===== src/rtl/i2c_pkg.sv =====
// Shared types and constants for the I2C target responder and its line conditioner.
package i2c_pkg;

  typedef enum logic [3:0] {
    ST_IDLE      = 4'd0,
    ST_ADDR      = 4'd1,
    ST_ADDR_ACK  = 4'd2,
    ST_PTR       = 4'd3,
    ST_PTR_ACK   = 4'd4,
    ST_WDATA     = 4'd5,
    ST_WDATA_ACK = 4'd6,
    ST_RDATA     = 4'd7,
    ST_RDATA_ACK = 4'd8
  } i2c_state_e;

  localparam logic [6:0] ADT7420_ADDR = 7'h48;
  localparam int         SYNC_STAGES  = 2;

endpackage


===== src/rtl/i2c_line_sync.sv =====
// Synchronises raw SCL/SDA into sys_clk and derives SCL edges plus START/STOP events.
module i2c_line_sync
  import i2c_pkg::*;
(
  input  logic clk_i,
  input  logic rst_i,
  input  logic scl_i,
  input  logic sda_i,
  output logic sda_o,
  output logic scl_rise_o,
  output logic scl_fall_o,
  output logic start_det_o,
  output logic stop_det_o
);

  logic [SYNC_STAGES-1:0] scl_sync_q;
  logic [SYNC_STAGES-1:0] sda_sync_q;
  logic                   scl_prev_q;
  logic                   sda_prev_q;
  logic                   scl_s;
  logic                   sda_s;

  assign scl_s = scl_sync_q[SYNC_STAGES-1];
  assign sda_s = sda_sync_q[SYNC_STAGES-1];

  // Reset to the idle-bus level so releasing reset never looks like a START.
  always_ff @(posedge clk_i or posedge rst_i) begin
    if (rst_i) begin
      scl_sync_q <= '1;
      sda_sync_q <= '1;
      scl_prev_q <= 1'b1;
      sda_prev_q <= 1'b1;
    end else begin
      scl_sync_q <= {scl_sync_q[SYNC_STAGES-2:0], scl_i};
      sda_sync_q <= {sda_sync_q[SYNC_STAGES-2:0], sda_i};
      scl_prev_q <= scl_s;
      sda_prev_q <= sda_s;
    end
  end

  assign sda_o       = sda_s;
  assign scl_rise_o  = scl_s & ~scl_prev_q;
  assign scl_fall_o  = ~scl_s & scl_prev_q;
  assign start_det_o = scl_s & scl_prev_q & sda_prev_q & ~sda_s;
  assign stop_det_o  = scl_s & scl_prev_q & ~sda_prev_q & sda_s;

endmodule


===== src/rtl/i2c_target_responder.sv =====
// ADT7420-style I2C target: address match, register pointer, and auto-incrementing
// register-file reads/writes over an open-drain SDA, with a local write port.
module i2c_target_responder
  import i2c_pkg::*;
#(
  parameter logic [6:0] I2C_ADDR  = ADT7420_ADDR,
  parameter int         REG_COUNT = 16,
  parameter int         PTR_W     = $clog2(REG_COUNT)
) (
  input  logic             sys_clk,
  input  logic             reset,
  input  logic             scl_in,
  input  logic             sda_in,
  output logic             sda_drive_low,
  input  logic             loc_wr_en,
  input  logic [PTR_W-1:0] loc_wr_addr,
  input  logic [7:0]       loc_wr_data,
  output logic             bus_wr_strobe,
  output logic [PTR_W-1:0] bus_wr_addr,
  output logic [7:0]       bus_wr_data,
  output logic [3:0]       State,
  output logic [5:0]       ACK_bit,
  output logic             busy
);

  logic sda_s, scl_rise, scl_fall, start_det, stop_det;

  i2c_line_sync u_sync (
    .clk_i       (sys_clk),
    .rst_i       (reset),
    .scl_i       (scl_in),
    .sda_i       (sda_in),
    .sda_o       (sda_s),
    .scl_rise_o  (scl_rise),
    .scl_fall_o  (scl_fall),
    .start_det_o (start_det),
    .stop_det_o  (stop_det)
  );

  i2c_state_e       state_q, state_d;
  logic [3:0]       bit_cnt_q, bit_cnt_d;
  logic [7:0]       shift_q, shift_d;
  logic [7:0]       tx_q, tx_d;
  logic             sda_q, sda_d;
  logic [PTR_W-1:0] ptr_q, ptr_d;
  logic [5:0]       ack_cnt_q, ack_cnt_d;
  logic             busy_q, busy_d;
  logic             rw_q, rw_d;
  logic             mack_q, mack_d;
  logic             commit;
  logic [7:0]       wr_byte;
  logic [7:0]       regs_q [REG_COUNT];

  assign wr_byte = {shift_q[6:0], sda_s};

  always_comb begin
    state_d   = state_q;
    bit_cnt_d = bit_cnt_q;
    shift_d   = shift_q;
    tx_d      = tx_q;
    sda_d     = sda_q;
    ptr_d     = ptr_q;
    ack_cnt_d = ack_cnt_q;
    busy_d    = busy_q;
    rw_d      = rw_q;
    mack_d    = mack_q;
    commit    = 1'b0;
    if (stop_det) begin
      state_d   = ST_IDLE;
      sda_d     = 1'b0;
      busy_d    = 1'b0;
      bit_cnt_d = 4'd0;
    end else if (start_det) begin
      state_d   = ST_ADDR;
      sda_d     = 1'b0;
      bit_cnt_d = 4'd0;
    end else begin
      case (state_q)
        ST_ADDR, ST_PTR, ST_WDATA: begin
          if (scl_rise && bit_cnt_q != 4'd8) begin
            shift_d   = wr_byte;
            bit_cnt_d = bit_cnt_q + 4'd1;
            // The 8th data bit commits immediately, before the ACK slot.
            if (state_q == ST_WDATA && bit_cnt_q == 4'd7) begin
              commit = 1'b1;
              ptr_d  = ptr_q + 1'b1;
            end
          end else if (scl_fall && bit_cnt_q == 4'd8) begin
            bit_cnt_d = 4'd0;
            case (state_q)
              ST_ADDR: begin
                if (shift_q[7:1] == I2C_ADDR) begin
                  sda_d     = 1'b1;
                  ack_cnt_d = ack_cnt_q + 6'd1;
                  rw_d      = shift_q[0];
                  busy_d    = 1'b1;
                  state_d   = ST_ADDR_ACK;
                end else begin
                  busy_d  = 1'b0;
                  state_d = ST_IDLE;
                end
              end
              ST_PTR: begin
                sda_d     = 1'b1;
                ack_cnt_d = ack_cnt_q + 6'd1;
                ptr_d     = shift_q[PTR_W-1:0];
                state_d   = ST_PTR_ACK;
              end
              default: begin
                sda_d     = 1'b1;
                ack_cnt_d = ack_cnt_q + 6'd1;
                state_d   = ST_WDATA_ACK;
              end
            endcase
          end
        end
        ST_ADDR_ACK: begin
          if (scl_fall) begin
            bit_cnt_d = 4'd0;
            if (rw_q) begin
              tx_d    = regs_q[ptr_q];
              sda_d   = ~regs_q[ptr_q][7];
              state_d = ST_RDATA;
            end else begin
              sda_d   = 1'b0;
              state_d = ST_PTR;
            end
          end
        end
        ST_PTR_ACK, ST_WDATA_ACK: begin
          if (scl_fall) begin
            sda_d     = 1'b0;
            bit_cnt_d = 4'd0;
            state_d   = ST_WDATA;
          end
        end
        ST_RDATA: begin
          // tx_q[7] is always the bit currently on the wire.
          if (scl_rise) begin
            bit_cnt_d = bit_cnt_q + 4'd1;
          end else if (scl_fall && bit_cnt_q != 4'd0) begin
            if (bit_cnt_q == 4'd8) begin
              sda_d   = 1'b0;
              state_d = ST_RDATA_ACK;
            end else begin
              tx_d  = {tx_q[6:0], 1'b0};
              sda_d = ~tx_q[6];
            end
          end
        end
        ST_RDATA_ACK: begin
          if (scl_rise) begin
            mack_d = sda_s;
            ptr_d  = ptr_q + 1'b1;
          end else if (scl_fall) begin
            bit_cnt_d = 4'd0;
            if (!mack_q) begin
              tx_d    = regs_q[ptr_q];
              sda_d   = ~regs_q[ptr_q][7];
              state_d = ST_RDATA;
            end else begin
              busy_d  = 1'b0;
              state_d = ST_IDLE;
            end
          end
        end
        default: ;
      endcase
    end
  end

  always_ff @(posedge sys_clk or posedge reset) begin
    if (reset) begin
      state_q   <= ST_IDLE;
      bit_cnt_q <= 4'd0;
      shift_q   <= 8'h00;
      tx_q      <= 8'h00;
      sda_q     <= 1'b0;
      ptr_q     <= '0;
      ack_cnt_q <= 6'd0;
      busy_q    <= 1'b0;
      rw_q      <= 1'b0;
      mack_q    <= 1'b1;
    end else begin
      state_q   <= state_d;
      bit_cnt_q <= bit_cnt_d;
      shift_q   <= shift_d;
      tx_q      <= tx_d;
      sda_q     <= sda_d;
      ptr_q     <= ptr_d;
      ack_cnt_q <= ack_cnt_d;
      busy_q    <= busy_d;
      rw_q      <= rw_d;
      mack_q    <= mack_d;
    end
  end

  // Bus write is applied after the local write so it wins a same-address collision.
  always_ff @(posedge sys_clk or posedge reset) begin
    if (reset) begin
      for (int i = 0; i < REG_COUNT; i++) regs_q[i] <= 8'h00;
    end else begin
      if (loc_wr_en) regs_q[loc_wr_addr] <= loc_wr_data;
      if (commit)    regs_q[ptr_q]       <= wr_byte;
    end
  end

  // bus_wr_strobe is a valid-only pulse (no ready): addr/data are meaningful only while it is high.
  assign bus_wr_strobe = commit;
  assign bus_wr_addr   = ptr_q;
  assign bus_wr_data   = wr_byte;
  assign sda_drive_low = sda_q;
  assign State         = state_q;
  assign ACK_bit       = ack_cnt_q;
  assign busy          = busy_q;

endmodule


===== config.mk =====
export PLATFORM = sky130hd
export DESIGN_NAME = i2c_target_responder
export DESIGN_NICKNAME = d
export VERILOG_FILES = /design/src/rtl/i2c_pkg.sv /design/src/rtl/i2c_line_sync.sv /design/src/rtl/i2c_target_responder.sv
export SDC_FILE = /design/constraint.sdc
export NUM_CORES = 1
export LEC_CHECK = 0
export ABC_AREA = 1
export CORE_MARGIN = 1.5
export CORE_UTILIZATION = 40
export DETAILED_ROUTE_END_ITERATION = 8
export PLACE_DENSITY = 0.63
export SLEW_MARGIN = 25
export SYNTH_ARGS = -nofsm -noshare
export SYNTH_HDL_FRONTEND = slang
export SYNTH_SLANG_ARGS = --single-unit

===== constraint.sdc =====
create_clock -name sys_clk -period 16.4 [get_ports sys_clk]
set_input_delay 3.28 -clock sys_clk [delete_from_list [all_inputs] [get_ports sys_clk]]
set_output_delay 3.28 -clock sys_clk [all_outputs]
set_load 0.05 [all_outputs]

; ---- Yosys cells after proc, flatten, opt, wreduce, memory -nomap -nowiden
; Index checks and enable logic that the tools add are counted.
[op_classes]
add_sub_neg = 3
n_lt_le_gt_ge = 4
n_eq_ne = 45
muxes = 83
bitwise = 18
reduce_logical = 25
[ops]
columns = op, n
row1 = bitwise mux 128 bit, 2
row2 = 2-to-1 mux 128 bit, 2
row3 = 2-to-1 mux 4 bit, 23
row4 = demux 8 bit (select 4 bit), 2
row5 = 2-to-1 mux 7 bit, 8
row6 = != test 4 bit (second input constant), 12
row7 = binary-select mux 8 bit (select 4 bit), 1
row8 = 2-to-1 mux 8 bit, 4
row9 = 2-to-1 mux 1 bit, 29
row10 = != test 3 bit (second input constant), 9
row11 = AND reduction 11 bit, 2
row12 = one-hot mux 7 bit (3 select lines), 1
row13 = equality test 4 x 3 -> 1 bit (second input constant), 5
row14 = != test 2 bit (second input constant), 10
row15 = one-hot mux 4 bit (5 select lines), 1
row16 = one-hot mux 4 bit (2 select lines), 2
row17 = one-hot mux 4 bit (4 select lines), 1
row18 = AND reduction 7 bit, 2
row19 = 2-to-1 mux 6 bit, 2
row20 = AND reduction 4 bit, 3
row21 = >= comparator 5 bit (second input constant), 2
row22 = < comparator 5 x 1 -> 1 bit (second input constant), 2
row23 = != test 5 bit (second input constant), 2
row24 = NOT 4 -> 5 bit, 2
row25 = 24 further kinds, 49
[totals]
reg_bits = 171
inputBits = 17
output_inout_bits = 25
wordCells = 208

; ---- Logic depth before layout (Yosys ltp)
[logic_depth]
depth_word = 11
depth_mapped = 12
depth_no_buf = 11

; ---- By module
; From an unflattened synthesis, not the netlist that was laid out.
[hier_totals]
cells_unflattened = 1388
hier_area_um2 = 10269.8
[modules_own_cells]
columns = mod, n_inst, cells_each, area_each_um2, seq_area_each_um2
row1 = i2c_target_responder, 1, 1370, 10067.2, 4130.2
row2 = i2c_line_sync, 1, 18, 202.7, 157.7

; ---- Least setup slack after synthesis
; No wires, ideal clock.
[synth_timing]
path_type = reg2out
start = register state_q[2], in the netlist State[2]
end = output bus_wr_strobe
t_arrival_ps = 1470
t_required_ps = 13120
slack_ps = 11650
stages_incl_launch_ff = 6
path_buffers = 1
cell_sequence = dfrtp_1 inv_1 nor2_4 nand4_4 nor2_8 buf_12
[synth_via]
elab_chain_len = 7
[synth_lines]
columns = item, line
row1 = start: declaration, i2c_target_responder.sv:40  ; i2c_state_e state_q, state_d;
row2 = start signal: assignment, i2c_target_responder.sv:185  ; state_q <= state_d;
row3 = equality test 4 x 3 -> 1 bit, "i2c_target_responder.sv:78, i2c_target_responder.sv:84"
row4 = logical AND 1 bit, i2c_target_responder.sv:84  ; if (state_q == ST_WDATA && bit_cnt_q == 4'd7) begin
row5 = 2-to-1 mux 1 bit, i2c_target_responder.sv:84
row6 = 2-to-1 mux 1 bit, i2c_target_responder.sv:80  ; if (scl_rise && bit_cnt_q != 4'd8) begin
row7 = 2-to-1 mux 1 bit (*), i2c_target_responder.sv:78  ; case (state_q)
row8 = 2-to-1 mux 1 bit (*), i2c_target_responder.sv:73  ; end else if (start_det) begin
row9 = 2-to-1 mux 1 bit (*), i2c_target_responder.sv:68  ; if (stop_det) begin
row10 = end: declaration, i2c_target_responder.sv:18  ; output logic bus_wr_strobe,
; Every way passes the cells marked *; elsewhere a longest branch is shown, timed or not.

; ---- Worst setup path after layout
[layout_timing]
start = register bit_cnt_q[0]
end = output bus_wr_strobe
[layout_via]
elab_chain_len = 7
[layout_lines]
columns = item, line
row1 = start: declaration, i2c_target_responder.sv:41  ; logic [3:0] bit_cnt_q, bit_cnt_d;
row2 = start signal: assignment, i2c_target_responder.sv:186  ; bit_cnt_q <= bit_cnt_d;
row3 = equality test 4 x 3 -> 1 bit, i2c_target_responder.sv:84
row4 = logical AND 1 bit, i2c_target_responder.sv:84
row5 = 2-to-1 mux 1 bit, i2c_target_responder.sv:84
row6 = 2-to-1 mux 1 bit (*), i2c_target_responder.sv:80
row7 = 2-to-1 mux 1 bit (*), i2c_target_responder.sv:78
row8 = 2-to-1 mux 1 bit (*), i2c_target_responder.sv:73
row9 = 2-to-1 mux 1 bit (*), i2c_target_responder.sv:68
; Marked as above.

==> impl_metrics.ini <==
[place]
pre_cts_ws_ns = 10.40
place_hpwl_um = 20100
gp_congestion = 0.914
place.port_buffers = 41
numPlacedInstances = 1684
place_area_mm2 = 0.0106

[floorplan]
die_area_mm2 = 0.0265
start_util_pct = 40.7
die_x_um = 163
num_rows = 58
io-pin-count = 42
die_h_um = 163
core_area_mm2 = 0.0251

[flow_run]
cap_violations = 0

[timing]
skew_ns = 0.0112
setup_tns_ns = 0
setup-violations-final = 0
slew_viol_final = 0
relSlewSlack_pct = 28.0
max_slew.worst_pin.slew_ns = 1.08
layout_min_cycle_time_ns = 6.11
hold_violations = 0
fin_hold_ws_ns = 0.350
post-route-period-util_pct = 37.2
fin_ws_ns = 10.29
clock.fmax_ghz = 0.164
rsz0062_at_grt = false

[critical_path]
cp_top_family = buffers and inverters
cp.arrival_ns = 2.83
critPathRequiredTime_ns = 13.12
cp_num_buf_inv = 2
path_max_fanout = 17
critPathSlowestCell = clkdlybuf4s50_1
crit_chain = inv_1 -> ha_1 -> nand3_2 -> nand2_2 -> nor2_8 -> clkdlybuf4s50_1
endpoint_kind = output pin
path_class = flip-flop to output pin
slowest_delay_ns = 0.95
start_kind = flip-flop

[cts]
cts-buffers-inserted = 17
insertion_delay_ns = 0.43
ctsHtreeMaxLevel = 4
clkSinkCount = 171
clk_pin_slew_ns = 0.07
post-cts-setup-buffer-count = 0
tritoncts = yes
hold_buffers = 0
cts_resized = 0
cts_buffer_depth = 2
root_buffer = clkbuf_16

[power_and_ir_drop]
net-switching-power_uw = 741
power_mw = 1.72
p_int_uw = 979
p_per_area_mw_per_mm2 = 153
p_seq_share_pct = 37.0
p_clk_share_pct = 24.5
peakVddDrop_mv = 0.0912
pwr-share-comb_pct = 38.5
leakage_nw = 5.52
switching_share_pct = 43.1

[drt]
postRouteAntennaNets = 0
num_vias = 9488
vias_per_cell = 5.53
drcViolationCount = 0
drtPass1Iterations = 5
drtIter0Drc = 915
wirelength_um = 31200
wl_per_cell_um = 18.2

[cells_and_area]
n_antenna_cell = 0
final_cell_mix = 276 x nand2_1, 214 x o21ai_0, 183 x inv_1
layout-drive-gt1-share_pct = 5.77
finish.utilization_pct = 44.8
final_area_mm2 = 0.0113
area_delta_synth_final_pct = 10.1
fin_cells = 1716
finalNetCount = 1397
nFillCells = 2595
layout_commonest_cell = nand2_1

[outcome]
status = finished, final reports clean

[grt]
grt_max_degree = 86
grt.total_usage_pct = 24.6
antenna_found_initial = 0
grt.overflow.total = 0
grt_pass1_wl_um = 49800
grt_pass1_vias = 8738

[synth]
ys_types = 35
syn_inst = 1397
ys_warn_count = 0
synthFlopType = dfrtp_1
synth_area_mm2 = 0.0102
synth_fp_nets = 1421
synth-async-reset-ratio_pct = 100
synth_seq_area_share_pct = 41.9
syn_avg_cell_area_um2 = 7.32
synth_edf_count = 0
synth_seq_cells = 171

[worst_hold_path]
hold_path_class = flip-flop to flip-flop
==> registers in the layout (all words and copies together) (netlist names) <==
register and flops:
u_sync.sda_sync_q 2, shift_q 8, busy 1, bit_cnt_q 4, bus_wr_addr 4, u_sync.sda_prev_q 1, sda_drive_low 1, regs_q 128
ACK_bit 6, mack_q 1, rw_q 1, u_sync.scl_sync_q 2, u_sync.scl_prev_q 1, tx_q 7, State 4
==> layout make-up <==
type | instances | area [um^2] | share of cell area, %
well taps | 330 | 413 | 3.67
repair buffers | 51 | 489 | 4.35
multi-input cells | 945 | 4750 | 42.2
clock inverters | 11 | 144 | 1.28
clock buffers | 21 | 460 | 4.09
inverters | 187 | 707 | 6.28
flip-flops and latches | 171 | 4290 | 38.1
==> synth_stat cells, types with 11 or more instances <==
master,number,share of area (%)
nand2_1,276,10
o21ai_0,214,10
inv_1,184,6.8
dfrtp_1,164,40
nor2_1,147,5.4
o211ai_1,78,5.7
nand3_1,69,3.4
clkbuf_1,53,1.9
a21oi_1,42,2.1
o21ai_1,28,1.4
a31oi_1,16,0.98
o22ai_1,13,0.80
nand4_1,12,0.73
buf_1,11,0.40
buf_2,11,0.54
==> kinds of logic after synthesis <==
family	share of synthesized area (%)
flip-flops	41.9
AO/OA/AOI/OAI	21.6
adder cells (fa/ha/maj)	0.857
buffers and inverters	11.6
XOR/XNOR	0.600
multiplexers	0.220
AND/OR/NAND/NOR	23.2
==> power groups by stage <==
| stage | clock network [mW] | registers, mW | logic (mW) |
|---|---|---|---|
| finish | 0.422 | 0.637 | 0.662 |
| CTS | 0.431 | 0.635 | 0.657 |
| floorplan | 0 | 0.607 | 0.477 |
| global route | 0.447 | 0.647 | 0.737 |
| detailed placement | 0 | 0.642 | 0.654 |
| global placement | 0 | 0.640 | 0.651 |
==> routing by layer <==
layer  vias to the layer above  global-route usage (%)  wire [um]
li1                       4549                       -          -
met1                      4495                    34.2      13800
met2                       374                    38.8      14400
met3                        70                    4.25       2120
met4                         0                    8.42        914
met5                         -                       0          0
==> final timing paths <==
kind / start / end / slack (ns) / depth (start not counted)
worst max-delay path: bit_cnt_q[0] / bus_wr_strobe / 10.29 / 6
worst min-delay path: u_sync.sda_sync_q[0] / u_sync.sda_sync_q[1] / 0.35 / 0
worst max register to register: bus_wr_addr[0] / regs_q[111] / 13.48 / 8
worst min register to register: u_sync.sda_sync_q[0] / u_sync.sda_sync_q[1] / 0.35 / 0
max in group asynchronous: reset / regs_q[101] / 11.44 / 4
min in group asynchronous: reset / tx_q[6] / 3.27 / 2
No activity file was read; power rests on OpenSTA's default activity.
==> edit 1: new RTL, same flow settings <==
One comparison of `bit_cnt_q` changes from == to >=.
--- a/src/rtl/i2c_target_responder.sv
+++ b/src/rtl/i2c_target_responder.sv
@@ -85,7 +85,7 @@
               commit = 1'b1;
               ptr_d  = ptr_q + 1'b1;
             end
-          end else if (scl_fall && bit_cnt_q == 4'd8) begin
+          end else if (scl_fall && bit_cnt_q >= 4'd8) begin
             bit_cnt_d = 4'd0;
             case (state_q)
               ST_ADDR: begin
Formal check against the unedited RTL: no difference found for any inputs over 4 cycles, from zero or initial values and one cycle with reset high; that may be too few to reach the edited logic, so the function may still have changed.
==> edit 1 against the original RTL <==
Synthesized area is 2.7% lower; power is 3.0% higher; sequential cell count stayed put; wire length is 1.1% higher; cell area is 1.8% lower; setup slack better by 0.0062 ns; sequential share of layout area is 0.71 points higher; sequential power is 2% lower.
==> edit 1: results (changes against the original RTL) <==
| Metric | Value |
|---|---|
| Status | finished clean (unchanged) |
| Via count | 9390 (was 9488) |
| Final worst slack | 10.30 ns (was 10.29 ns) |
| Avg Cell Area, Syn | 7.04 um2 (was 7.32 um2) |
| Wire length on met1 | 13600 um (was 13800 um) |
| Iter 0 DRT Violations | 1027 (was 915) |
| Post-Place Setup Slack | 10.79 ns (was 10.40 ns) |
| Seq/Total Area, Yosys | 43.1% (was 41.9%) |
| Comb power frac | 41.5% (was 38.5%) |
| First-pass GRT wire length | 50100 um (was 49800 um) |
| Max FO, Critical Path | 19 (was 17) |
| Number of fill cells | 2474 (was 2595) |
| Distinct cells, synth | 31 (was 35) |
| DP HPWL | 20300 um (was 20100 um) |
| Clk pwr share | 23.2% (was 24.5%) |
| Placed cell area | 10400 um2 (was 10600 um2) |
| Finished Layout Cells | 1729 (was 1716) |
| Gpl congestion | 0.915 (was 0.914) |
| Wire length on met3 | 2240 um (was 2120 um) |
| Layout cell share with drive strength beyond 1 | 4.41% (was 5.77%) |
| R2r setup slk | 12.71 ns (was 13.48 ns) |
| Largest net degree at the start of global routing | 102 (was 86) |
| Placed Cells | 1696 (was 1684) |
| Int Power | 988 uW (was 979 uW) |
| Reg2reg end | regs_q[51]$_DFF_PP0_ (was regs_q[111]$_DFF_PP0_) |
| Crit path DAT | 2.82 ns (was 2.83 ns) |
| FF-to-FF Start | u_sync.sda_sync_q[1]$_DFF_PP1_ (was bus_wr_addr[0]$_DFFE_PP0P_) |
| Hold WS | 0.358 ns (was 0.350 ns) |
| Measured slew at the worst slew-check pin | 1.11 ns (was 1.08 ns) |
| Worst Skew | 0.0162 ns (was 0.0112 ns) |
| Switching power total | 784 uW (was 741 uW) |
| Most frequent cells after synthesis | nand2_1, o21ai_0, dfrtp_1 (was nand2_1, o21ai_0, inv_1) |
| Top cells by area, synth | dfrtp_1, nand2_1, o21ai_0, nor2_1, inv_1 (was dfrtp_1, o21ai_0, nand2_1, inv_1, o211ai_1) |
-- edit 1: routing by layer --
layer | up-vias | global-route usage (%)
met2 | 372 | 38.8
met3 | 68 | 5.06
met1 | 4408 | 34.1
met4 | 0 | 11.0
met5 | - | 0
li1 | 4542 | -
-- edit 1: layout make-up --
type | instances | area, um2 | area share, %
Multi-Input combinational cell | 1048 | 4870 | 44.1
Sequential cell | 171 | 4290 | 38.8
Timing Repair Buffer | 52 | 513 | 4.64
Clock buffer | 26 | 499 | 4.52
Tap cell | 324 | 405 | 3.67
Inverter | 102 | 388 | 3.51
Clock inverter | 6 | 87.6 | 0.793
-- edit 1: logic make-up (layout without fill, tap and decap cells) --
| group | count (synthesis) | after routing | synth area share [%] |
|---|---|---|---|
| simple gates | 628 | 628 | 25.2 |
| compound gates | 377 | 377 | 19.3 |
| buf+inv | 195 | 186 | 8.01 |
| flops | 171 | 171 | 43.1 |
| mux | 29 | 29 | 2.92 |
| fa+ha+maj | 7 | 7 | 0.880 |
| xor+xnor | 7 | 7 | 0.616 |
==> edit 2: new RTL, same flow settings <==
Made on the original files. The parameter `REG_COUNT` goes from 16 to 8.
--- a/src/rtl/i2c_target_responder.sv
+++ b/src/rtl/i2c_target_responder.sv
@@ -4,7 +4,7 @@
   import i2c_pkg::*;
 #(
   parameter logic [6:0] I2C_ADDR  = ADT7420_ADDR,
-  parameter int         REG_COUNT = 16,
+  parameter int         REG_COUNT = 8,
   parameter int         PTR_W     = $clog2(REG_COUNT)
 ) (
   input  logic             sys_clk,
Interface: changed (resized bus_wr_addr and loc_wr_addr); port bits go from 42 to 40. No check against the original RTL was run, so the function may have changed too.
==> edit 2 against the original RTL <==
Wire length shrank 40%; setup slack improved by 0.26 ns; sequential cell count decreased by 65; clock power down 41%; synthesized area fell by 37%; power shrank 34%; cell area decreased by 36%; critical path type unchanged; largest cell class unchanged; highest routed layer unchanged.
==> edit 2: results (changes against the original RTL) <==
| Metric | Value |
|---|---|
| Status | finished clean (unchanged) |
| DP HPWL | 12700 um (was 20100 um) |
| Worst Skew | 0.00787 ns (was 0.0112 ns) |
| Top cells by area, synth | dfrtp_1, nand2_1, o21ai_0, nor2_1, inv_1 (was dfrtp_1, o21ai_0, nand2_1, inv_1, o211ai_1) |
| Non-CTS inverters | 72 (was 187) |
| Max FO, Critical Path | 14 (was 17) |
| Reg2reg end | tx_q[3]$_DFFE_PP0P_ (was regs_q[111]$_DFF_PP0_) |
| Iter 0 DRT Violations | 790 (was 915) |
| Number of fill cells | 1642 (was 2595) |
| First-pass GRT wire length | 30200 um (was 49800 um) |
| Layout cell share with drive strength beyond 1 | 7.29% (was 5.77%) |
| Multi-input logic area | 3300 um2 (was 4750 um2) |
| Met1 usage | 36.2% (was 34.2%) |
| Yosys reg bits | 106 (was 171) |
| Layout clock area frac | 4.59% (was 5.37%) |
| Adder-cell share of the synthesized area | 0.772% (was 0.857%) |
| Most frequent cells after synthesis | nand2_1, o21ai_0, dfrtp_1 (was nand2_1, o21ai_0, inv_1) |
| XOR/XNOR share of the synthesized area | 0.676% (was 0.600%) |
| Leak | 3.47 nW (was 5.52 nW) |
| Multi-input gates | 711 (was 945) |
| Met2 Use GR | 32.9% (was 38.8%) |
| Largest regs | regs_q: 64 flops, shift_q: 8 flops, tx_q: 7 flops (was regs_q: 128 flops, shift_q: 8 flops, tx_q: 7 flops) |
| Seq/Total Area, Yosys | 41.1% (was 41.9%) |
| CTS buffer count | 9 (was 17) |
| FF-to-FF Start | u_sync.sda_sync_q[1]$_DFF_PP1_ (was bus_wr_addr[0]$_DFFE_PP0P_) |
| Post-Place Setup Slack | 10.96 ns (was 10.40 ns) |
| Via count | 6042 (was 9488) |
| Post-synthesis compound-gate area fraction | 16.4% (was 21.6%) |
| Placed Cells | 1147 (was 1684) |
| Mux cell area share after synthesis | 0.618% (was 0.220%) |
| Met3 usage | 3.12% (was 4.25%) |
| IO buf count | 39 (was 41) |
| Vias in the first global route | 5491 (was 8738) |
| Clock Buffer Count | 10 (was 21) |
| Worst reg-to-reg path cell count | 9 (was 8) |
| Max IR drop VDD | 0.0614 mV (was 0.0912 mV) |
| Wire length on met3 | 1300 um (was 2120 um) |
| WL final | 18700 um (was 31200 um) |
| Clock latency at the later pin of the worst-skew pair | 0.36 ns (was 0.43 ns) |
| Mapped Cells | 935 (was 1397) |
| GRT Util Overall | 23.4% (was 24.6%) |
| WL met2 | 7840 um (was 14400 um) |
| Mapped Nets | 955 (was 1421) |
| Gpl congestion | 0.908 (was 0.914) |
| Worst stage delay on the critical path | 0.82 ns (was 0.95 ns) |
| Finished Layout Cells | 1163 (was 1716) |
| Wire length on met1 | 9110 um (was 13800 um) |
| Hold WS | 0.357 ns (was 0.350 ns) |
| R2r setup slk | 13.82 ns (was 13.48 ns) |
| Largest net degree at the start of global routing | 55 (was 86) |
| NonClk Buf Share | 5.69% (was 4.35%) |
edit 2: worst max-delay path by stage:
| stage | from | end | slack, ns |
|---|---|---|---|
| after floorplan | reset | ACK_bit[0]$_DFFE_PP0P_ | 10.34 |
| after global placement | bit_cnt_q[0]$_DFFE_PP0P_ | bus_wr_strobe | 11.00 |
| after detailed placement | bit_cnt_q[0]$_DFFE_PP0P_ | bus_wr_strobe | 10.96 |
| after CTS | bit_cnt_q[0]$_DFFE_PP0P_ | bus_wr_strobe | 10.56 |
| after global routing | bit_cnt_q[0]$_DFFE_PP0P_ | bus_wr_strobe | 10.42 |
| final | bit_cnt_q[0]$_DFFE_PP0P_ | bus_wr_strobe | 10.55 |
edit 2: power breakdown:
group          switching [mW]  internal [mW]
sequential             0.0718          0.321
clock                   0.107          0.140
combinational           0.343          0.148
edit 2: through the flow:
step,utilization [%],area [um2]
6_report,45.8,7250
5_1_grt,45.8,7250
4_1_cts,45.8,7250
3_5_place_dp,43.7,6920
3_3_place_gp,43.7,6920
2_1_floorplan,-,6480
